### config.mk
export PLATFORM = sky130hd
export DESIGN_NAME = lct_l1a_latency_meter
export DESIGN_NICKNAME = d
export VERILOG_FILES = /design/src/rtl/lct_meas_pkg.sv /design/src/rtl/lat_stats_acc.sv /design/src/rtl/lct_l1a_latency_meter.sv
export SDC_FILE = /design/constraint.sdc
export NUM_CORES = 1
export LEC_CHECK = 0
export ABC_CLOCK_PERIOD_IN_PS = 4980
export BUFFER_PORTS_ARGS = -buffer_cell sky130_fd_sc_hd__buf_2
export CELL_PAD_IN_SITES_DETAIL_PLACEMENT = 1
export CELL_PAD_IN_SITES_GLOBAL_PLACEMENT = 2
export CORE_AREA = 2 2 101 103
export CTS_CLUSTER_SIZE = 40
export DETAILED_ROUTE_END_ITERATION = 8
export DIE_AREA = 0 0 103 105
export HOLD_SLACK_MARGIN = 0.05
export PLACE_DENSITY_LB_ADDON = 0.1
export RECOVER_POWER = 100
export SYNTH_ARGS = -nofsm -noshare
export SYNTH_HDL_FRONTEND = slang
export SYNTH_SLANG_ARGS = --single-unit
### constraint.sdc
create_clock -name CLK -period 4.98 [get_ports CLK]
set_input_delay 0.996 -clock CLK [delete_from_list [all_inputs] [get_ports CLK]]
set_output_delay 0.996 -clock CLK [all_outputs]
set_load 0.01 [all_outputs]
### src/rtl/lct_meas_pkg.sv
// Shared definitions for the PLCT-to-L1A latency meter: FSM state encoding,
// default widths and the width of the timeout counter.
package lct_meas_pkg;

  // Default latency counter width; the longest measurable latency is 2^CNT_W-1 bx.
  localparam int CNT_W_DEF      = 8;
  // Default log2 of the number of samples collected per run.
  localparam int NSAMP_LOG2_DEF = 4;
  // Width of the saturating timeout counter.
  localparam int TO_W           = 8;

  // Run-control FSM states.
  localparam logic [1:0] ST_IDLE     = 2'd0;
  localparam logic [1:0] ST_WAIT_LCT = 2'd1;
  localparam logic [1:0] ST_COUNT    = 2'd2;
  localparam logic [1:0] ST_DONE     = 2'd3;

endpackage

### src/rtl/lat_stats_acc.sv
// Statistics datapath for the latency meter: keeps the last, minimum and
// maximum sample, the running sum and the sample count, and produces the
// floored average once the run fills.
module lat_stats_acc
  import lct_meas_pkg::*;
#(
  parameter int CNT_W      = CNT_W_DEF,
  parameter int NSAMP_LOG2 = NSAMP_LOG2_DEF
) (
  input  logic                  clk,
  input  logic                  rst,
  input  logic                  clr,
  input  logic                  smp_vld_p0,
  input  logic [CNT_W-1:0]      smp_p0,
  output logic [CNT_W-1:0]      last_lat,
  output logic [CNT_W-1:0]      min_lat,
  output logic [CNT_W-1:0]      max_lat,
  output logic [CNT_W-1:0]      avg_lat,
  output logic [NSAMP_LOG2:0]   nsamp,
  output logic                  fill
);

  // The sum holds 2^NSAMP_LOG2 samples of at most 2^CNT_W-1, so it cannot wrap.
  localparam int SUM_W = CNT_W + NSAMP_LOG2;
  localparam int NS_W  = NSAMP_LOG2 + 1;
  // Count value just before the run is full.
  localparam logic [NSAMP_LOG2:0] NS_LAST = {1'b0, {NSAMP_LOG2{1'b1}}};

  logic [SUM_W-1:0] sum_p1;
  logic [SUM_W-1:0] sum_nxt;

  // Floor of sum / 2^NSAMP_LOG2 is simply the upper CNT_W bits of the sum.
  function automatic logic [CNT_W-1:0] avg_floor(input logic [SUM_W-1:0] s);
    return s[SUM_W-1:NSAMP_LOG2];
  endfunction

  assign sum_nxt = sum_p1 + SUM_W'(smp_p0);
  // This sample completes the run; the FSM uses it to enter DONE on the same edge.
  assign fill    = smp_vld_p0 && (nsamp == NS_LAST);

  // Stage p0 -> p1: fold the accepted sample into the running statistics.
  always_ff @(posedge clk) begin
    if (rst || clr) begin
      last_lat <= '0;
      min_lat  <= '1;
      max_lat  <= '0;
      avg_lat  <= '0;
      nsamp    <= '0;
      sum_p1   <= '0;
    end else if (smp_vld_p0) begin
      last_lat <= smp_p0;
      if (smp_p0 < min_lat) min_lat <= smp_p0;
      if (smp_p0 > max_lat) max_lat <= smp_p0;
      sum_p1   <= sum_nxt;
      nsamp    <= nsamp + NS_W'(1);
      if (fill) avg_lat <= avg_floor(sum_nxt);
    end
  end

endmodule

### src/rtl/lct_l1a_latency_meter.sv
// PLCT-to-L1A latency meter. A run starts on START, times each PLCT until
// the following L1A, and accumulates 2^NSAMP_LOG2 samples; PLCTs that see no
// L1A before the counter reaches its terminal count are tallied as timeouts.
module lct_l1a_latency_meter
  import lct_meas_pkg::*;
#(
  parameter int CNT_W      = CNT_W_DEF,
  parameter int NSAMP_LOG2 = NSAMP_LOG2_DEF
) (
  input  logic                  CLK,
  input  logic                  RST,
  input  logic                  START,
  input  logic                  PLCT,
  input  logic                  L1A,
  output logic                  BUSY,
  output logic                  DONE,
  output logic [CNT_W-1:0]      LAST_LAT,
  output logic [CNT_W-1:0]      MIN_LAT,
  output logic [CNT_W-1:0]      MAX_LAT,
  output logic [CNT_W-1:0]      AVG_LAT,
  output logic [NSAMP_LOG2:0]   NSAMP,
  output logic [TO_W-1:0]       TIMEOUTS
);

  localparam logic [CNT_W-1:0] CNT_MAX = '1;

  logic [1:0]       state;
  logic [CNT_W-1:0] cnt_p0;
  logic             in_count;
  logic             smp_vld_p0;
  logic             tmo;
  logic             fill;

  // Saturating increment for the timeout tally.
  function automatic logic [TO_W-1:0] sat_inc(input logic [TO_W-1:0] v);
    return (v == {TO_W{1'b1}}) ? v : v + TO_W'(1);
  endfunction

  // A START on this edge overrides any sample or timeout in flight.
  assign in_count   = (state == ST_COUNT) && !START;
  // L1A at the terminal count is still a valid sample, so it wins over timeout.
  assign smp_vld_p0 = in_count && L1A;
  assign tmo        = in_count && !L1A && (cnt_p0 == CNT_MAX);

  // Run-control FSM, latency counter and timeout tally.
  always_ff @(posedge CLK) begin
    if (RST) begin
      state    <= ST_IDLE;
      BUSY     <= 1'b0;
      DONE     <= 1'b0;
      cnt_p0   <= '0;
      TIMEOUTS <= '0;
    end else if (START) begin
      state    <= ST_WAIT_LCT;
      BUSY     <= 1'b1;
      DONE     <= 1'b0;
      cnt_p0   <= '0;
      TIMEOUTS <= '0;
    end else begin
      case (state)
        ST_WAIT_LCT: begin
          // A coincident L1A is ignored: zero latency is not measurable.
          if (PLCT) begin
            cnt_p0 <= CNT_W'(1);
            state  <= ST_COUNT;
          end
        end
        ST_COUNT: begin
          if (smp_vld_p0) begin
            if (fill) begin
              state <= ST_DONE;
              BUSY  <= 1'b0;
              DONE  <= 1'b1;
            end else begin
              state <= ST_WAIT_LCT;
            end
          end else if (tmo) begin
            TIMEOUTS <= sat_inc(TIMEOUTS);
            state    <= ST_WAIT_LCT;
          end else begin
            cnt_p0 <= cnt_p0 + CNT_W'(1);
          end
        end
        default: ;
      endcase
    end
  end

  lat_stats_acc #(
    .CNT_W      (CNT_W),
    .NSAMP_LOG2 (NSAMP_LOG2)
  ) u_stats (
    .clk        (CLK),
    .rst        (RST),
    .clr        (START),
    .smp_vld_p0 (smp_vld_p0),
    .smp_p0     (cnt_p0),
    .last_lat   (LAST_LAT),
    .min_lat    (MIN_LAT),
    .max_lat    (MAX_LAT),
    .avg_lat    (AVG_LAT),
    .nsamp      (NSAMP),
    .fill       (fill)
  );

endmodule

* Word-level counts from Yosys, hierarchy flattened
Index checks and enable logic that the tools add are counted.
Storage, ports and cells: bits in registers 69, output and inout port bits 47, word-level logic and storage cells 68, input bits 5
Cells by class: bitwise logic cells 2, reductions and logical operators 23, $lt $le $gt $ge 2, add/sub/neg operators 4, equal/unequal tests 11, mux-type cells 14
Operator list (count):
- $mux 8 | 3
- $add 8x1->8 const B | 2
- $eq 8x8->1 const B | 2
- $pmux 8 s2 | 1
- $add 12x8->12 | 1
- $reduce_and 3->1 | 4
- $gt 8x8->1 | 1
- $lt 8x8->1 | 1
- $mux 2 | 4
- $reduce_and 4->1 | 2
- $reduce_bool 2->1 | 4
- $ne 2x2->1 const B | 3
- $reduce_and 2->1 | 3
- $add 5x1->5 const B | 1
- $eq 5x4->1 const B | 1
- $logic_and 1x1->1 | 5
- $mux 1 | 5
- $ne 4x3->1 const B | 1
- $pmux 2 s2 | 1
- $ne 3x2->1 const B | 1
- $ne 3x3->1 const B | 1
- $reduce_bool 3->1 | 1
- $eq 2x1->1 const B | 1
- $eq 2x2->1 const B | 1
- other kinds (4) | 6

* Depth between registers and ports, before layout
depth after elaboration 8, depth in mapped cells 9, gate-level depth less buffers 8

* Modules after synthesis
From an unflattened synthesis, not the netlist that was laid out.
Second synthesis, totals: cells, all modules 434, area total of the unflattened synthesis 3773.6 µm²
Modules (own cells, without submodules):
- lat_stats_acc | sequential area each 980.9 µm², times used 1, area an instance 2716.4 µm², cells an instance 311
- lct_l1a_latency_meter | sequential area each 400.4 µm², times used 1, area an instance 1057.3 µm², cells an instance 123

* Worst setup path after synthesis
Ideal clock, no wire load.
path type input port to flip-flop, start point input port START, end point register TIMEOUTS[3], library setup time 70 ps, slack 2634 ps, stages 5, arrival time 2275 ps, path buffers 0, data required time 4910 ps, cell sequence or3b_1 > nor4_2 > o21ai_2 > or3_1 > a21oi_1
Between the ends: word-level cells in the longest chain between the ends 5, elaborated cells between the ends (all ways) 8, those cells by class bitwise: 1; reduce/logical: 7
RTL lines:
- from (decl) | line lct_l1a_latency_meter.sv:12 | input logic START,
- $logic_not 1->1 | line lct_l1a_latency_meter.sv:40 | assign in_count = (state == ST_COUNT) && !START;
- $logic_and 1x1->1 | line lct_l1a_latency_meter.sv:40
- $logic_and 1x1->1, on equally long branches | line lct_l1a_latency_meter.sv:43, lct_l1a_latency_meter.sv:42
- $logic_and 1x1->1 / $not 1->1 (equally long branches)
- $reduce_and 4->1 (no source line)
- to (signal assigned) | line lct_l1a_latency_meter.sv:78 | TIMEOUTS <= sat_inc(TIMEOUTS);
- to (decl) | line lct_l1a_latency_meter.sv:22 | output logic [TO_W-1:0] TIMEOUTS
Parallel ways exist; a longest one is shown, timed or not. A chain may end at the register's enable or synchronous reset.

* Worst setup path in the final report
start point input port START, end point register u_stats.min_lat[0]
Between the ends: word-level cells in the longest chain between the ends 4, elaborated cells between the ends (all ways) 5, those cells by class reduce/logical: 5
RTL lines:
- $logic_not 1->1 | line lct_l1a_latency_meter.sv:40
- $logic_and 1x1->1 | line lct_l1a_latency_meter.sv:40
- $logic_and 1x1->1 | line lct_l1a_latency_meter.sv:42 | assign smp_vld_p0 = in_count && L1A;
- $reduce_and 2->1 (no source line)
- to (signal assigned) | line lat_stats_acc.sv:52 | if (smp_p0 < min_lat) min_lat <= smp_p0;
- to (decl) | line lat_stats_acc.sv:16 | output logic [CNT_W-1:0] min_lat,
Parallel ways exist; a longest one is shown, timed or not.

==> impl_metrics.py <==
metrics = {
    "run_status": {
        "status": "finished, violations left",
        "violations": "capacitance limit, slew limit",
    },
    "synth": {
        "synth_edf_count": 0,
        "ys_types": 43,
        "syn_area_per_cell_um2": 8.263,
        "yosys.area.top_type": "dfxtp_1",
        "ys_async_sr_fraction": 0,
        "synth_area_leaders": "dfxtp_1 (41%), ha_1 (9.9%), nand2_1 (7.4%), a21oi_1 (5.6%), xnor2_1 (5.4%)",
        "ys_warn_count": 0,
        "syn-num-nets": 445,
        "syn_area_um2": 3405,
        "ys_seq_area_frac": 0.4057,
        "netlist_instances": 412,
        "ys.flop_type": "dfxtp_1",
        "yosysTopAreaCellShare": 0.4057,
        "yosys_register_bits": 69,
    },
    "power": {
        "p_seq_frac": 0.546,
        "pwr-share-comb": 0.023,
        "p_int_w": 0.0007983,
        "ir_drop_v": 0.0001137,
        "p_leak_nw": 1.416,
        "power_density_nw_per_um2": 262.4,
        "netSwitchingPower_w": 0.0002196,
        "swShare": 0.2157,
        "total_power_w": 0.001018,
        "power_frac_clock": 0.431,
    },
    "clock_tree": {
        "cts_buffer_depth": 2,
        "clk_latency_ps": 340,
        "cts.repair.resized": 0,
        "cts_sinks": 69,
        "h-tree-depth": 3,
        "cts_buffers": 9,
        "root_buffer": "clkbuf_8",
        "clkTransAtPathRegs_ps": 70,
        "cts.hold.buffers_added": 0,
        "postCtsSetupBuffers": 0,
        "cts_tree": "yes",
    },
    "hold_path": {
        "hold_class": "flop to flop",
        "worstHoldStart": "u_stats.avg_lat[3]$_SDFFE_PP0P_",
    },
    "setup_path": {
        "crit_required_ps": 5240,
        "crit_path_start": "START",
        "startpoint_type": "input pin",
        "crit-reg2reg-launch": "state[1]$_SDFFE_PP0P_",
        "crit_type": "input pin to flop",
        "arrival_ps": 3560,
        "endpoint_kind": "flop",
        "worst-path-max-fanout": 16,
    },
    "floorplanning": {
        "die_area_um2": 10820,
        "core_um2": 9639,
        "die_h_um": 105,
        "die_w_um": 103,
        "initial_core_util": 0.3532,
        "pin_count": 52,
        "rows": 36,
    },
    "global_routing": {
        "grt_pass1_wl_um": 14180,
        "track_usage": 0.1657,
        "grt_overflow": 0,
        "grt_pass1_vias": 2984,
        "antenna_found_initial": 0,
        "met2_usage": 0.2871,
        "busiest_layer": "met2",
        "met1_usage": 0.1965,
        "grt_start_max_net_pins": 44,
        "grt_util_met3": 0.05084,
    },
    "sta": {
        "setup_violations": 0,
        "holdWs_ps": 454.5,
        "finClkSkew_ps": 11.12,
        "fin_setup_tns_ps": 0,
        "rsz0062_at_grt": "false",
        "fin_crit_ps": 3300,
        "maxSlewViolCount": 44,
        "final_hold_viol_count": 0,
        "relSlewSlack": -0.7060,
        "fmax_mhz": 303.0,
        "min_period_over_period": 0.6627,
        "tightest_slew_ps": 2559,
    },
    "layout": {
        "fin_cells": 593,
        "seq_area_um2": 1381,
        "multi_input_area_um2": 1858,
        "n_fill_cell": 1234,
        "nets": 490,
        "drive_gt1_frac": 0.04348,
        "num_antenna_cells": 0,
        "area_growth_pct": 13.93,
    },
    "route": {
        "drt_iter0_drc": 55,
        "drc_errors": 0,
        "vias_per_cell": 4.956,
        "routed_wl_um": 8359,
        "wl_per_cell_um": 14.10,
        "firstDrtPassIters": 4,
        "vias": 2939,
        "antenna_left": 0,
    },
    "placement": {
        "gp_congestion": 0.7085,
        "io_buffers": 51,
        "dpl.cell_count": 579,
        "hpwl_um": 5879,
    },
    "job": {
        "maxCapViolations": 1,
    },
}
## power by group through the flow
stage                     registers (W)  clock network (W)  logic (W)
after floorplan                0.000568                  0  0.0000158
after global placement         0.000568                  0  0.0000244
after detailed placement       0.000568                  0  0.0000247
after CTS                      0.000555           0.000462  0.0000247
after global routing           0.000555           0.000480  0.0000272
final                          0.000555           0.000439  0.0000234
## through the flow
stage | instance area [um^2] | utilization | worst slack (ps)
floorplan | 3405 | - | 2635
global route | 3879 | 0.4024 | 1292
detailed placement | 3770 | 0.3911 | 1901
finish | 3879 | 0.4024 | 1680
global placement | 3770 | 0.3911 | 1909
CTS | 3950 | 0.4098 | 2174
## synthesized netlist by cell type (6+ instances only)
master	number
o21ai_0	21
nand4_1	6
inv_1	21
dfxtp_1	69
a211oi_1	9
nand3_1	19
o211ai_1	7
clkbuf_1	16
a21oi_1	38
nor2_1	34
xnor2_1	21
ha_1	27
nand2_1	67
xor2_1	7
## layer usage
metal	part of all wire	vias up
met5	0	-
met4	0.011	0
met3	0.041	10
met2	0.50	42
met1	0.45	1392
li1	-	1495
## path summary, 6_finish.rpt
| path | depth (start not counted) | end | slack, ps |
|---|---|---|---|
| hold / removal | 2 | u_stats.avg_lat[3]$_SDFFE_PP0P_ | 450 |
| setup / recovery | 8 | u_stats.min_lat[0]$_SDFFE_PP1P_ | 1680 |
| hold reg to reg | 2 | u_stats.avg_lat[3]$_SDFFE_PP0P_ | 450 |
| setup reg to reg | 7 | u_stats.min_lat[0]$_SDFFE_PP1P_ | 1920 |
## state kept, by name, summed over array words and instances (netlist names)
name / count
u_stats.sum_p1: 12
TIMEOUTS: 8
cnt_p0: 8
u_stats.avg_lat: 8
u_stats.last_lat: 8
u_stats.max_lat: 8
u_stats.min_lat: 8
u_stats.nsamp: 5
state: 2
BUSY: 1
DONE: 1
## cell families (layout without fill, tap and decap cells)
group / count (synthesis) / after routing / synth area share
fa+ha+maj: 28 / 28 / 0.1051
xor+xnor: 28 / 28 / 0.07203
flops: 69 / 69 / 0.4057
mux: 2 / 2 / 0.005880
simple gates: 150 / 150 / 0.1966
buf+inv: 41 / 89 / 0.04631
compound gates: 94 / 94 / 0.1683
## critical path, stage by stage
cell and delay (ps):
clkbuf_1 130, inv_1 100, and3_1 530, clkbuf_1 460
nand2_1 90, a41oi_1 920, nor3_1 90, a31oi_1 230
## cell type report
type | instances | area share
multi-input cells | 302 | 0.4790
flip-flops and latches | 69 | 0.3561
repair buffers | 54 | 0.05516
well taps | 133 | 0.04290
clock buffers | 12 | 0.03742
inverters | 21 | 0.02032
clock inverters | 2 | 0.009032
## cell usage in the layout (no fill, tap or decap), types with 3 or more instances in the layout
cell / synthesis / final
and3_1: 4 / 4
dfxtp_1: 69 / 69
o211ai_1: 7 / 7
nor2_1: 34 / 34
buf_2: 3 / 3
nand2_1: 67 / 67
o21a_1: 3 / 3
nand4_1: 6 / 6
o21ai_0: 21 / 21
a211oi_1: 9 / 9
nor3_1: 4 / 4
xnor2_1: 21 / 21
nand3_1: 19 / 19
clkbuf_8: 0 / 10
nor2b_1: 4 / 4
a21o_1: 3 / 3
xor2_1: 7 / 7
a21oi_1: 38 / 38
ha_1: 27 / 27
inv_1: 21 / 21
clkbuf_1: 16 / 51
No activity file was read; power rests on OpenSTA's default activity.
